$ cat config.mk
export PLATFORM = sky130hd
export DESIGN_NAME = axi_wr_arb
export DESIGN_NICKNAME = d
export VERILOG_FILES = /design/src/rtl/axi_wr_arb.sv
export SDC_FILE = /design/constraint.sdc
export NUM_CORES = 1
export LEC_CHECK = 0
export ABC_AREA = 0
export CAP_MARGIN = 10
export CORE_AREA = 2 2 160 162
export DETAILED_ROUTE_END_ITERATION = 8
export DIE_AREA = 0 0 162 164
export GPL_TIMING_DRIVEN = 0
export SLEW_MARGIN = 25
export SYNTH_ARGS = -nofsm -noshare
export SYNTH_HDL_FRONTEND = slang
export SYNTH_SLANG_ARGS = --single-unit
export TNS_END_PERCENT = 30
$ cat constraint.sdc
create_clock -name clk -period 4.75 [get_ports clk]
set_input_delay 1.1875 -clock clk [delete_from_list [all_inputs] [get_ports clk]]
set_output_delay 1.1875 -clock clk [all_outputs]
set_load 0.03 [all_outputs]
$ cat src/rtl/axi_wr_arb.sv
// -----------------------------------------------------------------------------
// axi_wr_arb
// Shares the single LSU-side AXI write port between NREQ write requesters
// (LSU, spill, DMA). One requester owns the port for a whole transaction
// (one AW command followed by its W beats through wlast). Every accepted AW
// records its owner and response count in an in-order tag FIFO, so that each
// B response is routed back to the requester that issued the command.
//
// Build option: define WR_ARB_FIXED_PRIO_EN for fixed-priority arbitration
// (lowest index wins). Without it, arbitration is round-robin.
//
// Ports
//   clk, rst                      clock, asynchronous active-high reset
//   req_awvld/req_aw_pkt/req_awrdy per-requester AW channel (pkt packed by index)
//   req_wvld/wdata/wstrb/wlast    per-requester W channel
//   req_wrdy                      per-requester W ready
//   req_bvld/req_brdy             per-requester B handshake
//   req_bresp/req_boram_addr      shared B payload
//   arb_axi_aw*/axi_arb_awrdy     AW towards the AXI interface
//   arb_axi_w*/axi_arb_wrdy       W towards the AXI interface
//   axi_arb_b*/arb_axi_brdy       B from the AXI interface
// -----------------------------------------------------------------------------
module axi_wr_arb #(
    parameter int NREQ      = 2,
    parameter int TAG_DEPTH = 4,
    parameter int AWPKT_W   = 50
) (
    input  logic                      clk,
    input  logic                      rst,
    input  logic [NREQ-1:0]           req_awvld,
    input  logic [NREQ*AWPKT_W-1:0]   req_aw_pkt,
    output logic [NREQ-1:0]           req_awrdy,
    input  logic [NREQ-1:0]           req_wvld,
    input  logic [NREQ*64-1:0]        req_wdata,
    input  logic [NREQ*8-1:0]         req_wstrb,
    input  logic [NREQ-1:0]           req_wlast,
    output logic [NREQ-1:0]           req_wrdy,
    output logic [NREQ-1:0]           req_bvld,
    output logic [1:0]                req_bresp,
    output logic [11:0]               req_boram_addr,
    input  logic [NREQ-1:0]           req_brdy,
    output logic                      arb_axi_awvld,
    output logic [AWPKT_W-1:0]        arb_axi_aw_pkt,
    input  logic                      axi_arb_awrdy,
    output logic                      arb_axi_wvld,
    output logic [63:0]               arb_axi_wdata,
    output logic [7:0]                arb_axi_wstrb,
    output logic                      arb_axi_wlast,
    input  logic                      axi_arb_wrdy,
    input  logic                      axi_arb_bvld,
    input  logic [1:0]                axi_arb_bresp,
    input  logic [11:0]               axi_arb_oram_addr,
    output logic                      arb_axi_brdy
);

    localparam int GW = (NREQ > 1) ? $clog2(NREQ) : 1;
    localparam int PW = (TAG_DEPTH > 1) ? $clog2(TAG_DEPTH) : 1;
    localparam int CW = $clog2(TAG_DEPTH + 1);

    typedef enum logic [1:0] {ST_IDLE, ST_AW, ST_WD} state_t;

    state_t          state_reg, state_next;
    logic [GW-1:0]   gnt_reg, gnt_next;
    logic [GW-1:0]   rr_ptr_reg, rr_ptr_next;

    // Tag FIFO: owner and remaining-response count per outstanding AW.
    logic [GW-1:0]   owner_mem [TAG_DEPTH];
    logic [4:0]      rem_mem   [TAG_DEPTH];
    logic [PW-1:0]   wr_ptr_reg, rd_ptr_reg;
    logic [CW-1:0]   count_reg;

    logic            fifo_empty, fifo_full;
    logic [GW-1:0]   head_owner;
    logic [4:0]      head_rem;
    logic            aw_hs, w_hs, b_hs, pop;
    logic            any_req;
    logic [GW-1:0]   winner;
    logic [GW-1:0]   cand_idx;
    int              cand;
    logic [AWPKT_W-1:0] aw_pkt_sel;

    assign fifo_empty = (count_reg == '0);
    assign fifo_full  = (count_reg == CW'(TAG_DEPTH));
    assign head_owner = owner_mem[rd_ptr_reg];
    assign head_rem   = rem_mem[rd_ptr_reg];

    assign aw_pkt_sel = req_aw_pkt[int'(gnt_reg)*AWPKT_W +: AWPKT_W];

    assign aw_hs = (state_reg == ST_AW) && axi_arb_awrdy;
    assign w_hs  = (state_reg == ST_WD) && req_wvld[gnt_reg] && axi_arb_wrdy;
    assign b_hs  = axi_arb_bvld && !fifo_empty && req_brdy[head_owner];
    // The head entry retires on its last expected response.
    assign pop   = b_hs && (head_rem == 5'd1);

    // Search from rr_ptr upwards; iterating downwards lets the lowest
    // offset overwrite, so the first requester at or after rr_ptr wins.
    always_comb begin
        any_req  = 1'b0;
        winner   = '0;
        cand     = 0;
        cand_idx = '0;
        for (int k = NREQ - 1; k >= 0; k--) begin
            cand = int'(rr_ptr_reg) + k;
            if (cand >= NREQ) begin
                cand = cand - NREQ;
            end
            cand_idx = GW'(cand);
            if (req_awvld[cand_idx]) begin
                any_req = 1'b1;
                winner  = cand_idx;
            end
        end
    end

    always_comb begin
        state_next  = state_reg;
        gnt_next    = gnt_reg;
        rr_ptr_next = rr_ptr_reg;
        case (state_reg)
            ST_IDLE: begin
                if (any_req && !fifo_full) begin
                    gnt_next   = winner;
                    state_next = ST_AW;
                end
            end
            ST_AW: begin
                if (axi_arb_awrdy) begin
                    state_next = ST_WD;
`ifdef WR_ARB_FIXED_PRIO_EN
                    rr_ptr_next = '0;
`else
                    rr_ptr_next = (gnt_reg == GW'(NREQ - 1)) ? '0 : gnt_reg + 1'b1;
`endif
                end
            end
            ST_WD: begin
                if (w_hs && req_wlast[gnt_reg]) begin
                    state_next = ST_IDLE;
                end
            end
            default: state_next = ST_IDLE;
        endcase
    end

    always_ff @(posedge clk or posedge rst) begin
        if (rst) begin
            state_reg  <= ST_IDLE;
            gnt_reg    <= '0;
            rr_ptr_reg <= '0;
            wr_ptr_reg <= '0;
            rd_ptr_reg <= '0;
            count_reg  <= '0;
        end else begin
            state_reg  <= state_next;
            gnt_reg    <= gnt_next;
            rr_ptr_reg <= rr_ptr_next;
            if (aw_hs) begin
                wr_ptr_reg <= wr_ptr_reg + 1'b1;
            end
            if (pop) begin
                rd_ptr_reg <= rd_ptr_reg + 1'b1;
            end
            case ({aw_hs, pop})
                2'b10:   count_reg <= count_reg + 1'b1;
                2'b01:   count_reg <= count_reg - 1'b1;
                default: count_reg <= count_reg;
            endcase
        end
    end

    // Storage needs no reset: entries are only read while count is non-zero.
    // A push never targets the head slot while responses are pending there,
    // since pushing requires a non-full FIFO.
    always_ff @(posedge clk) begin
        if (aw_hs) begin
            owner_mem[wr_ptr_reg] <= gnt_reg;
            rem_mem[wr_ptr_reg]   <= {1'b0, aw_pkt_sel[15:12]} + 5'd1;
        end
        if (b_hs && !pop) begin
            rem_mem[rd_ptr_reg] <= head_rem - 5'd1;
        end
    end

    // Shared channels: straight pass-through from the registered grant.
    assign arb_axi_awvld  = (state_reg == ST_AW);
    assign arb_axi_aw_pkt = aw_pkt_sel;
    assign arb_axi_wvld   = (state_reg == ST_WD) && req_wvld[gnt_reg];
    assign arb_axi_wdata  = req_wdata[int'(gnt_reg)*64 +: 64];
    assign arb_axi_wstrb  = req_wstrb[int'(gnt_reg)*8 +: 8];
    assign arb_axi_wlast  = req_wlast[gnt_reg];
    // With no tag outstanding a B is held off rather than dropped.
    assign arb_axi_brdy   = !fifo_empty && req_brdy[head_owner];
    assign req_bresp      = axi_arb_bresp;
    assign req_boram_addr = axi_arb_oram_addr;

    generate
        for (genvar gi = 0; gi < NREQ; gi++) begin : g_req
            assign req_awrdy[gi] = aw_hs && (gnt_reg == GW'(gi));
            assign req_wrdy[gi]  = (state_reg == ST_WD) && axi_arb_wrdy && (gnt_reg == GW'(gi));
            assign req_bvld[gi]  = axi_arb_bvld && !fifo_empty && (head_owner == GW'(gi));
        end
    endgenerate

endmodule

### Yosys cells after proc, flatten, opt, wreduce, memory -nomap -nowiden

Memory sizes are Yosys's and may differ from the RTL's.
Cells that the tools add are included.
W data, S select, Z words.

| word-level totals | value |
|---|---|
| output and inout bits | 146 |
| flip-flop bits (word level) | 11 |
| memories | 2 |
| RAM bits | 24 |
| bits of input ports | 271 |

Memory list:

| name | words | bits a word | rd ports | clocked after memory_dff | wr ports | RTL line | RTL |
|---|---|---|---|---|---|---|---|
| rem_mem | 4 | 5 | 1 | 0 | 2 | 68 | `logic [4:0] rem_mem [TAG_DEPTH];` |
| owner_mem | 4 | 1 | 1 | 0 | 1 | 67 | `logic [GW-1:0] owner_mem [TAG_DEPTH];` |

| cells by class | value |
|---|---|
| equality and inequality tests | 9 |
| add/sub/neg operators | 10 |
| bitwise logic cells | 2 |
| shift-type cells | 3 |
| order comparisons | 6 |
| multiplexer cells | 26 |
| reductions and logical operators | 26 |
| $mul | 1 |

Operators with widths:

| cell | count |
|---|---|
| $shiftx A128 B8 Y64 | 1 |
| $shiftx A100 B8 Y50 | 1 |
| $mux W1 | 21 |
| $logic_and A1 B1 Y1 | 17 |
| $shiftx A16 B5 Y8 | 1 |
| $lt A1 B2 Y1 const B | 4 |
| $mul A1 B5 Y6 const B | 1 |
| $mux W2 | 3 |
| $pmux W2 S3 | 1 |
| $pmux W3 S2 | 1 |
| $add A4 B1 Y5 const B | 1 |
| $eq A5 B1 Y1 const B | 1 |
| $sub A5 B1 Y5 const B | 1 |
| $add A2 B1 Y2 const B | 2 |
| $eq A2 B1 Y1 const B | 2 |
| $eq A2 B2 Y1 const B | 2 |
| $ne A2 B2 Y1 const B | 2 |
| $reduce_and A2 Y1 | 2 |
| $add A3 B1 Y3 const B | 1 |
| $eq A3 B3 Y1 const B | 1 |
| $logic_not A1 Y1 | 3 |
| $logic_not A3 Y1 | 1 |
| $reduce_and A3 Y1 | 1 |
| $sub A3 B1 Y3 const B | 1 |
| 9 further kinds | 11 |

### Depth between registers and ports, before layout

| logic depth | value |
|---|---|
| depth after elaboration | 10 |
| gate-level depth with buffers | 12 |
| gate-level depth less buffers | 11 |

### Worst setup path before layout

OpenSTA, ideal clock, no wires.

| timing path | value |
|---|---|
| path kind | input port to output port |
| from | input axi_arb_awrdy |
| to | output req_awrdy[1] |
| path buffers | 1 |
| arrival | 2.014 ns |
| data required time | 3.563 ns |
| slack | 1.548 ns |
| stages | 4 |
| path through | and2_1 -> clkbuf_1 -> inv_1 -> nor2_1 |

| on the way | value |
|---|---|
| cells in the longest elaborated chain, start to end | 2 |

Ends and longest elaborated chain:

| what | RTL line | RTL |
|---|---|---|
| from (decl) | 44 | `input logic axi_arb_awrdy,` |
| $logic_and A1 B1 Y1 | 89 | `assign aw_hs = (state_reg == ST_AW) && axi_arb_awrdy;` |
| $logic_and A1 B1 Y1 | 198 | `assign req_awrdy[gi] = aw_hs && (gnt_reg == GW'(gi));` |
| to (decl) | 32 | `output logic [NREQ-1:0] req_awrdy,` |

No other way between the ends.

### Final worst setup path

| timing path | value |
|---|---|
| from | register gnt_reg |
| to | output arb_axi_wdata[61] |

| on the way | value |
|---|---|
| cells in the longest elaborated chain, start to end | 1 |

Ends and longest elaborated chain:

| what | RTL line | RTL |
|---|---|---|
| from (decl) | 63 | `logic [GW-1:0] gnt_reg, gnt_next;` |
| from (signal assigned) | 155 | `gnt_reg <= gnt_next;` |
| $shiftx A128 B8 Y64 | 188 | `assign arb_axi_wdata = req_wdata[int'(gnt_reg)*64 +: 64];` |
| to (decl) | 46 | `output logic [63:0] arb_axi_wdata,` |

No other way between the ends.

==> reports/qor.yml <==
via_count: 4005
synth_area_leaders: "mux2_2 (39%), edfxtp_1 (20%), dfrtp_1 (7.7%)"
arrival_ns: 3.32
yosysTopAreaCell: "mux2_2"
post-dp-hpwl_mm: 19.58
min_path_type: "reg2reg"
power_frac_comb_pct: 77.5
cts_tree: "yes"
max-cap-violations: 0
p_per_area_nw_per_um2: 485.1
ir_drop_uv: 227.9
skew_ns: 0.003435
fin_nets: 998
synth_common_cells: "mux2_2 (124), edfxtp_1 (24), mux2i_1 (22)"
final_area_um2: 8209
setup_viol: 0
placed_area_um2: 8030
cp_max_fo: 14
post-cts-setup-buffer-count: 0
die_y_um: 164
antenna_found_initial: 7
timing.final.crit_share_pct: 95.00
p_int_w: 0.002118
yosysWarningCount: 0
cp.required_ns: 3.56
ant_nets: 0
htree_levels: 2
report.final.slew_viol_count: 0
worst_pin_slew_ns: 0.7676
num_rows: 58
clock_path_buffers: 2
p_total_w: 0.003983
synth_top_area_share_pct: 38.86
multi_input_area_um2: 2369
grt_start_max_net_pins: 15
port_buffers: 402
grt_use_total_pct: 15.87
largest_register_ff_count: 20
overflow: 0
timing.critical_path.buf_inv: 3
path_cells: "clkbuf_1, clkbuf_1, mux2_2, clkdlybuf4s50_1"
layout-drive-gt1-share_pct: 22.66
drc: 0
cpPeakStageDelay_ns: 0.80
hold_buffers: 0
critPathCaptureType: "primary output"
drtIter0Drc: 91
hold_viol_final: 0
regArea_um2: 996.0
pwr-share-seq_pct: 13.3
status: "complete, no violations"
slew_headroom_pct: 48.55
synth_edf_count: 24
cts-root-buf: "clkbuf_16"
gp_congestion: 0.8284
critPathKind: "reg2out"
initial_core_util_pct: 14.48
cp_slowest_cell: "dfrtp_1"
switchingPower_w: 0.001864
timing.fmax_mhz: 221.6
holdWs_ns: 0.4725
syn2layout_area_growth_pct: 128.4
fill_cells: 2570
utilization_pct: 33.08
synth_area_um2: 3593
vias_per_cell: 3.811
cts.sinks: 35
drt_first_pass_iters: 4
ys_seq_elements: 35
postSynthAreaPerCell_um2: 11.74
core_area_um2: 24820
yosysSeqAreaShare_pct: 27.72
cts_buffers: 5
grt_pass1_vias: 4360
r2r_slack_ns: 1.57
syn_nets: 590
drt_wl_total_mm: 22.04
grt_pass1_wl_mm: 30.05
period_minus_slack_ns: 4.512
crit_family: "buffers and inverters"
postCtsResizedCells: 2
clock_power_share_pct: 9.1
clk_latency_ns: 0.28
startpoint_type: "flop"
ioPinCount: 417
async_flop_share_pct: 31.43
die_w_um: 162
synth_cell_types: 34
p_leak_nw: 3.022
avgRoutedWirePerCell_um: 20.97
synth.most_common_cell: "mux2_2"
cpMostUsedCell: "clkbuf_1"
rsz0062_at_grt: "no"
switching_share_pct: 46.81
die-area_um2: 26570
ys.flop_type: "edfxtp_1"
clkTransAtPathRegs_ns: 0.05
postSynthCellCount: 306
==> power by group through the flow <==
stage	Combinational, W	Sequential (W)	Clock (W)
finish	0.00309	0.000532	0.000363
global placement	0.00315	0.000515	0
detailed placement	0.00315	0.000517	0
floorplan	0.00187	0.000501	0
CTS	0.00314	0.000535	0.000366
global route	0.00328	0.000547	0.000377
==> through the flow <==
step / worst slack (ns) / cells / TNS [ns]
after global placement: -0.1380 / 1038 / -0.3230
after floorplan: 1.548 / 306 / 0
after CTS: 0.01515 / 1045 / 0
after global routing: 0.04667 / 1047 / 0
final: 0.2375 / 1051 / 0
after detailed placement: -0.1638 / 1038 / -0.5136
==> cells by family (layout without fill, tap and decap cells) <==
logic type	count (synthesis)	in the layout	share of synthesized area [%]
muxes	154	154	50.10
adders and majority gates	13	13	4.735
xor gates and xnor gates	10	10	2.437
buffers and inverters	45	454	6.372
DFF	35	35	27.72
AOI/OAI and AO/OA	6	6	1.114
and+or+nand+nor	43	43	7.521
other	0	6	0
==> area by class of cell <==
cell class	instances	area share (%)
diodes	6	0.1829
plain buffers	30	2.149
clock buffers	5	1.524
clock inverters	3	0.4725
inverters	14	0.6401
multi-input cells	226	28.85
flip-flops and latches	35	12.13
well taps	330	5.030
repair buffers	402	49.02
==> layer usage <==
layer | vias to the layer above | global-route usage (%) | wire [um]
li1 | 1932 | - | -
met1 | 1872 | 17.67 | 8225
met2 | 169 | 27.79 | 11120
met3 | 28 | 5.455 | 1915
met4 | 4 | 6.356 | 747
met5 | - | 0 | 32
==> cell usage in the layout (no fill, tap or decap), drive strengths merged, types with 2 or more instances in the layout <==
cell / synthesis / layout
edfxtp: 24 / 24
dfrtp: 11 / 11
buf: 15 / 15
xnor2: 7 / 7
diode: 0 / 6
o21ai: 3 / 3
mux4: 6 / 6
nor3: 7 / 7
inv: 14 / 14
nand2: 6 / 6
nand3: 3 / 3
clkbuf: 16 / 20
and3: 6 / 6
clkinv: 0 / 2
ha: 12 / 12
nor2b: 3 / 3
clkdlybuf4s50: 0 / 402
or2: 4 / 4
xor2: 3 / 3
mux2i: 23 / 23
mux2: 125 / 125
nor2: 8 / 8
and2: 2 / 2
==> worst register-to-register path: cells and delay by family, from the launching register on <==
kind                       cells  cell delay (ns)
muxes                          1             0.39
DFF                            1             0.36
buffers and inverters          3             0.56
and+or+nand+nor                3             0.80
adders and majority gates      3             0.70
xor gates and xnor gates       2             0.29
==> worst paths after layout <==
check / startpoint / cells past startpoint / end
setup / recovery: gnt_reg / 4 / arb_axi_wdata[61]
hold / removal: state_reg[1] / 1 / state_reg[0]
setup reg to reg: rd_ptr_reg[1] / 12 / count_reg[2]
hold reg to reg: state_reg[1] / 1 / state_reg[0]
max in group asynchronous: rst / 2 / rr_ptr_reg
min in group asynchronous: rst / 2 / rd_ptr_reg[1]
No activity file was read; power rests on OpenSTA's default activity.
